## config.mk

```make
export PLATFORM = sky130hd
export DESIGN_NAME = label_rd_fifo
export DESIGN_NICKNAME = d
export VERILOG_FILES = /design/src/rtl/label_rd_fifo.sv
export SDC_FILE = /design/constraint.sdc
export NUM_CORES = 1
export LEC_CHECK = 0
export ABC_AREA = 1
export CAP_MARGIN = 20
export CORE_ASPECT_RATIO = 1.5
export CORE_MARGIN = 2
export CORE_UTILIZATION = 50
export CTS_CLUSTER_SIZE = 14
export DETAILED_ROUTE_END_ITERATION = 16
export GPL_TIMING_DRIVEN = 0
export PLACE_DENSITY = 0.79
export SLEW_MARGIN = 20
export SYNTH_ARGS = -nofsm -noshare
export SYNTH_HDL_FRONTEND = slang
export SYNTH_SLANG_ARGS = --single-unit
```

## constraint.sdc

```tcl
create_clock -name clk_i -period 4.5 [get_ports clk_i]
set_input_delay 0.9 -clock clk_i [delete_from_list [all_inputs] [get_ports clk_i]]
set_output_delay 0.9 -clock clk_i [all_outputs]
set_load 0.02 [all_outputs]
```

## src/rtl/label_rd_fifo.sv

```systemverilog
// Level-tagged read-side FIFO: entries above the reader clearance are masked to zero, never dropped.
// Optional LABEL_FIFO_SCRUB_EN zeroes storage on pop and on reset.
module label_rd_fifo #(
  parameter int DW    = 4,
  parameter int DEPTH = 4
) (
  input  logic          clk_i,
  input  logic          reset_i,
  input  logic          wr_valid_i,
  output logic          wr_ready_o,
  input  logic [DW-1:0] wr_data_i,
  input  logic          wr_lvl_i,
  input  logic          rd_lvl_i,
  output logic          rd_valid_o,
  input  logic          rd_ready_i,
  output logic [DW-1:0] rd_data_o,
  output logic          rd_masked_o,
  output logic [$clog2(DEPTH):0] count_o
);

  localparam int AW = $clog2(DEPTH);
  localparam logic [AW:0] FULL = (AW+1)'(DEPTH);

  logic [DW-1:0]    mem_q [DEPTH];
  logic [DEPTH-1:0] lvl_q, lvl_d;
  logic [AW-1:0]    wptr_q, wptr_d, rptr_q, rptr_d;
  logic [AW:0]      count_q, count_d;
  logic             push, pop, head_lvl;

  assign wr_ready_o = (count_q != FULL);
  assign rd_valid_o = (count_q != '0);
  assign push       = wr_valid_i & wr_ready_o;
  assign pop        = rd_valid_o & rd_ready_i;
  assign count_o    = count_q;

  // Control never looks at payload; only rd_data carries labeled content.
  assign head_lvl    = lvl_q[rptr_q];
  assign rd_masked_o = rd_valid_o & head_lvl & ~rd_lvl_i;
  assign rd_data_o   = (rd_valid_o && !rd_masked_o) ? mem_q[rptr_q] : '0;

  always_comb begin
    wptr_d  = wptr_q;
    rptr_d  = rptr_q;
    count_d = count_q;
    lvl_d   = lvl_q;
`ifdef LABEL_FIFO_SCRUB_EN
    if (pop) lvl_d[rptr_q] = 1'b0;
`endif
    if (push) begin
      lvl_d[wptr_q] = wr_lvl_i;
      wptr_d        = wptr_q + AW'(1);
    end
    if (pop) rptr_d = rptr_q + AW'(1);
    case ({push, pop})
      2'b10:   count_d = count_q + (AW+1)'(1);
      2'b01:   count_d = count_q - (AW+1)'(1);
      default: count_d = count_q;
    endcase
  end

  always_ff @(posedge clk_i or posedge reset_i) begin
    if (reset_i) begin
      wptr_q  <= '0;
      rptr_q  <= '0;
      count_q <= '0;
      lvl_q   <= '0;
    end else begin
      wptr_q  <= wptr_d;
      rptr_q  <= rptr_d;
      count_q <= count_d;
      lvl_q   <= lvl_d;
    end
  end

`ifdef LABEL_FIFO_SCRUB_EN
  always_ff @(posedge clk_i or posedge reset_i) begin
    if (reset_i) begin
      for (int i = 0; i < DEPTH; i++) mem_q[i] <= '0;
    end else begin
      // Push and pop never target the same slot: push needs not-full, pop needs not-empty.
      if (pop)  mem_q[rptr_q] <= '0;
      if (push) mem_q[wptr_q] <= wr_data_i;
    end
  end
`else
  always_ff @(posedge clk_i) begin
    if (push && !reset_i) mem_q[wptr_q] <= wr_data_i;
  end
`endif

endmodule

```

[Word level (Yosys, flattened, before mapping)]
Memories as Yosys holds them, arrays and structs flattened.
Cells that the tools add are included.
Widths: inputs -> output; s select.
Word-level totals
  flip-flop bits (word level): 11
  RAM bits: 16
  input port bits: 10
  output and inout port bits: 10
  logic and storage cells: 36
  memories: 1
Memories
  mem_q: words 4, bits a word 4, read ports 1, clocked after memory_dff 0, wr ports 1, RTL line 24  | logic [DW-1:0] mem_q [DEPTH];
Cells by class
  add/sub/neg operators: 4
  $lt $le $gt $ge: 3
  equal/unequal tests: 3
  mux-type cells: 9
  bitwise gates (word level): 5
  reductions and logical operators: 7
Operators by type and width (number)
  $lt 2x3->1 const B: 2
  $pmux 3 s2: 1
  $add 2x1->2 const B: 2
  $and 1x1->1: 4
  $bwmux 4: 1
  $mux 1: 4
  $mux 4: 1
  $add 3x1->3 const B: 1
  $logic_and 1x1->1: 3
  $ne 3x3->1 const B: 1
  $reduce_bool 3->1: 1
  $sub 3x1->3 const B: 1
  $bmux 1 s2: 1
  $demux 1 s2: 1
  $eq 2x1->1 const B: 1
  $eq 2x2->1 const B: 1
  $ge 2x1->1 const B: 1
  $logic_not 1->1: 2
  $reduce_bool 2->1: 1
  $not 1->1: 1

[Logic depth before layout (Yosys ltp)]
  depth in word-level cells: 7
  mapped depth: 10
  gate-level depth less buffers: 10

[Least setup slack after synthesis]
OpenSTA, ideal clock, no wires.
  kind: input port to output port
  start point: input port rd_lvl_i
  end point: output port rd_data_o[0]
  arrival time: 1356 ps
  required time: 3600 ps
  slack: 2244 ps
  cell stages on the path: 4
  path buffers: 0
  path through: a21oi_1 > nand3_2 > nand2_2 > nor2_1
Between the ends
  word-level cells in the longest chain between the ends: 5
RTL lines
  from (decl): RTL line 13  | input logic rd_lvl_i,
  $not 1->1: RTL line 38  | assign rd_masked_o = rd_valid_o & head_lvl & ~rd_lvl_i;
  $and 1x1->1: RTL line 38
  $logic_not 1->1: RTL line 39  | assign rd_data_o = (rd_valid_o && !rd_masked_o) ? mem_q[rptr_q] : '0;
  $logic_and 1x1->1: RTL line 39
  $mux 4: RTL line 39
  to (decl): RTL line 16  | output logic [DW-1:0] rd_data_o,
No other way between the ends.

[Worst setup path after layout]
  start point: input port rd_lvl_i
  end point: output port rd_data_o[2]
The elaborated chain is that of the path after synthesis.

==> key figures <==
Run status
  – Status: complete, no violations

Clock tree
  – Post-CTS resize count: 0
  – Post-CTS Setup Repair Bufs: 0
  – CTS tree: yes
  – Max clock buf depth: 2
  – Hold-fix buffers, CTS: 0
  – CTS clk-pin slew, worst paths: 140 ps
  – Num CTS Buffers: 3
  – Root buffer cell: clkbuf_4
  – Clock Latency Late Sink: 330 ps
  – Sink Count: 27
  – H-tree levels: 1

Final layout
  – Final core occ: 0.6359
  – Most frequent cells in the layout: 26 x nor2_1, 19 x clkdlybuf4s50_1, 16 x edfxtp_1, 14 x inv_1, 14 x nand2_1
  – Fillers: ~210
  – Total Nets Final: 168
  – Area of the multi-input gates: 476.7 µm²
  – Most common cell after layout, fill and taps aside: nor2_1
  – Register area: 755.7 µm²
  – Layout cells sized above 1: 0.1457
  – ANT cells: 0
  – Area grow syn2layout: 18.66%

Timing
  – Max_slew headroom: 0.7081
  – Final number of hold-violating endpoints: 0
  – Fin crit period: roughly 3200 ps
  – Worst-margin pin slew: 437.4 ps
  – Final Skew: about 5.1 ps
  – Peak Freq: between 300 and 400 MHz
  – Count of pins over their slew limit: 0
  – Period utilisation layout: 0.7051
  – RSZ-0062 raised after global routing: no
  – Setup Viol. Count Final: 0
  – Setup TNS: 0 ps

Hold path
  – Hold Path Cell Cnt: 2
  – Type of the most critical hold path: register to register

Power
  – Sw power: around 0.46 mW
  – Net Sw Frac: 0.4255
  – Power per cell area: 685.9 nW/µm²
  – Int Pwr: approximately 0.62 mW
  – Comb pwr share: 0.556
  – Seq pwr share: 0.349
  – VDD IR-drop max: slightly below 0.0003 V
  – P_leak: about 0.7 nW
  – Clock share of power: 0.095

GRT
  – Gr usage total: 0.1837
  – Antenna violations before repair: 0
  – Grt total ovfl: 0
  – Vias in the first global route: 945
  – Largest net degree at the start of global routing: 16
  – First-pass GRT wire length: roughly 3900 µm

Place
  – DP HPWL: between 1500 and 2000 µm
  – Routability cong.: around 0.8
  – Port bufs: 19

Synthesis
  – Post-Syn Nets: 144
  – Yosys reg bits: 27
  – Ys Warns: 0
  – Seq/Total Area, Yosys: 0.5693
  – Synth unique cells: 22
  – Post-synthesis average cell area: 10.37 µm²
  – Mapped cell area: 1328 µm²
  – Cells after Synth: approximately 130

Worst setup path
  – Crit path max fanout: 4
  – Top cell by count, worst path: clkdlybuf4s50_1
  – Max incr delay on CP: a little over 600 ps
  – Top Family by Delay on Critical Path: buffers and inverters
  – Element type at the critical path end: primary output
  – WS Path Type: input pin to primary output
  – Cell Chain, Critical Path: clkdlybuf4s50_1, a21oi_1, nand3_2, nand2_2, nor2_1, clkdlybuf4s50_1
  – Crit path DAT: 2270 ps
  – Setup crit start kind: input pin
  – R2r worst-path depth: 9
  – Critical path depth in cells: 6
  – Worst path bufs/invs: 2
  – Slowest CP cell: clkdlybuf4s50_1
  – Worst Path Required: between 3000 and 4000 ps

Floorplan
  – DIE AREA: ~3100 µm²
  – IO Pins: 20
  – Initial Utilization: 0.5359
  – Die height: approximately 67 µm
  – Num rows: 22
  – Core Area: approximately 2500 µm²
  – Die Wd: 46.07 µm

Route
  – Avg WL per Cell: ~14 µm
  – First-pass DRT Iterations: 4
  – Post-DRT Antenna Nets: 0
  – DRC viols: 0
  – Starting DRT DRC Count: 26
  – Via count: around 900
  – Final WL: 2388 µm
  – Via density: ~5.2

Job
  – Max-Cap Viols: 0
==> per-stage QoR <==
step | power [mW] | cells | hold slack, ps | area, µm² | setup WS [ps]
detailed placement | 0.9961 | 171 | 477.8 | 1548 | 1303
finish | 1.081 | 175 | 508.9 | 1575 | 1327
global route | 1.173 | 175 | 552.7 | 1575 | 1214
floorplan | 0.7852 | 128 | 458.1 | 1328 | 2244
CTS | 1.098 | 175 | 510.3 | 1575 | 1303
global placement | 0.9646 | 171 | 475.9 | 1548 | 1317
==> final timing paths <==
path                                 to  slack, ps        from
max in group asynchronous     wptr_q[1]       3240     reset_i
hold / removal                 lvl_q[2]        510    lvl_q[2]
setup reg to reg             count_o[2]       2570  count_o[0]
min in group asynchronous      lvl_q[0]        950     reset_i
hold reg to reg                lvl_q[2]        510    lvl_q[2]
setup / recovery           rd_data_o[2]       1330    rd_lvl_i
==> metal layers <==
metal	vias to the layer above	GRT usage	wire length [µm]
li1	450	-	-
met1	438	0.2071	935
met2	12	0.3264	1336
met3	5	0.01626	52
met4	0	0.09643	64
met5	-	0	0
==> cell type report <==
cell class,count,area share
Sequential cell,27,0.4797
Buffer,3,0.01668
Multi-Input combinational cell,81,0.3026
Clock buffer,3,0.01430
Tap cell,24,0.01906
Clock inverter,1,0.003177
Timing Repair Buffer,19,0.1207
Inverter,17,0.04369
==> flip-flops by register name, indices dropped and copies added (netlist names) <==
register / flops
count_o: 3
wptr_q: 2
mem_q: 16
rptr_q: 2
lvl_q: 4
==> synth_stat cells, drive strengths merged <==
library cell	number	area (µm²)
ha	5	62.56
nand3	3	20.02
dfrtp	11	275.3
xor2	3	26.28
xnor2	1	8.760
inv	17	68.82
nand2	23	138.9
a21oi	2	10.01
o21ai	15	75.07
edfxtp	16	480.5
fa	1	20.02
buf	3	26.27
nor2	28	115.1
==> worst reg2reg max path, stage by stage, from the launching register on <==
cell and delay (ps):
dfrtp_1 460, nor2_4 180, nand2_4 70, nand2_4 90, ha_1 150, inv_1 70
fa_1 400, a21oi_1 160, o21ai_0 110, xor2_1 150
==> power by group through the flow <==
stage | logic (mW) | registers (mW) | clock network (mW)
6_report | 0.601 | 0.377 | 0.103
5_1_grt | 0.671 | 0.383 | 0.119
4_1_cts | 0.614 | 0.377 | 0.107
3_5_place_dp | 0.613 | 0.383 | 0
3_3_place_gp | 0.586 | 0.379 | 0
2_1_floorplan | 0.395 | 0.390 | 0
==> kinds of logic after synthesis <==
| kind of cell | synth area share |
|---|---|
| AO/OA/AOI/OAI | 0.06409 |
| buffers and inverters | 0.07163 |
| AND/OR/NAND/NOR | 0.2064 |
| XOR/XNOR | 0.02640 |
| flip-flops | 0.5693 |
| adder cells (fa/ha/maj) | 0.06221 |
(Power assumes the default switching activity.)
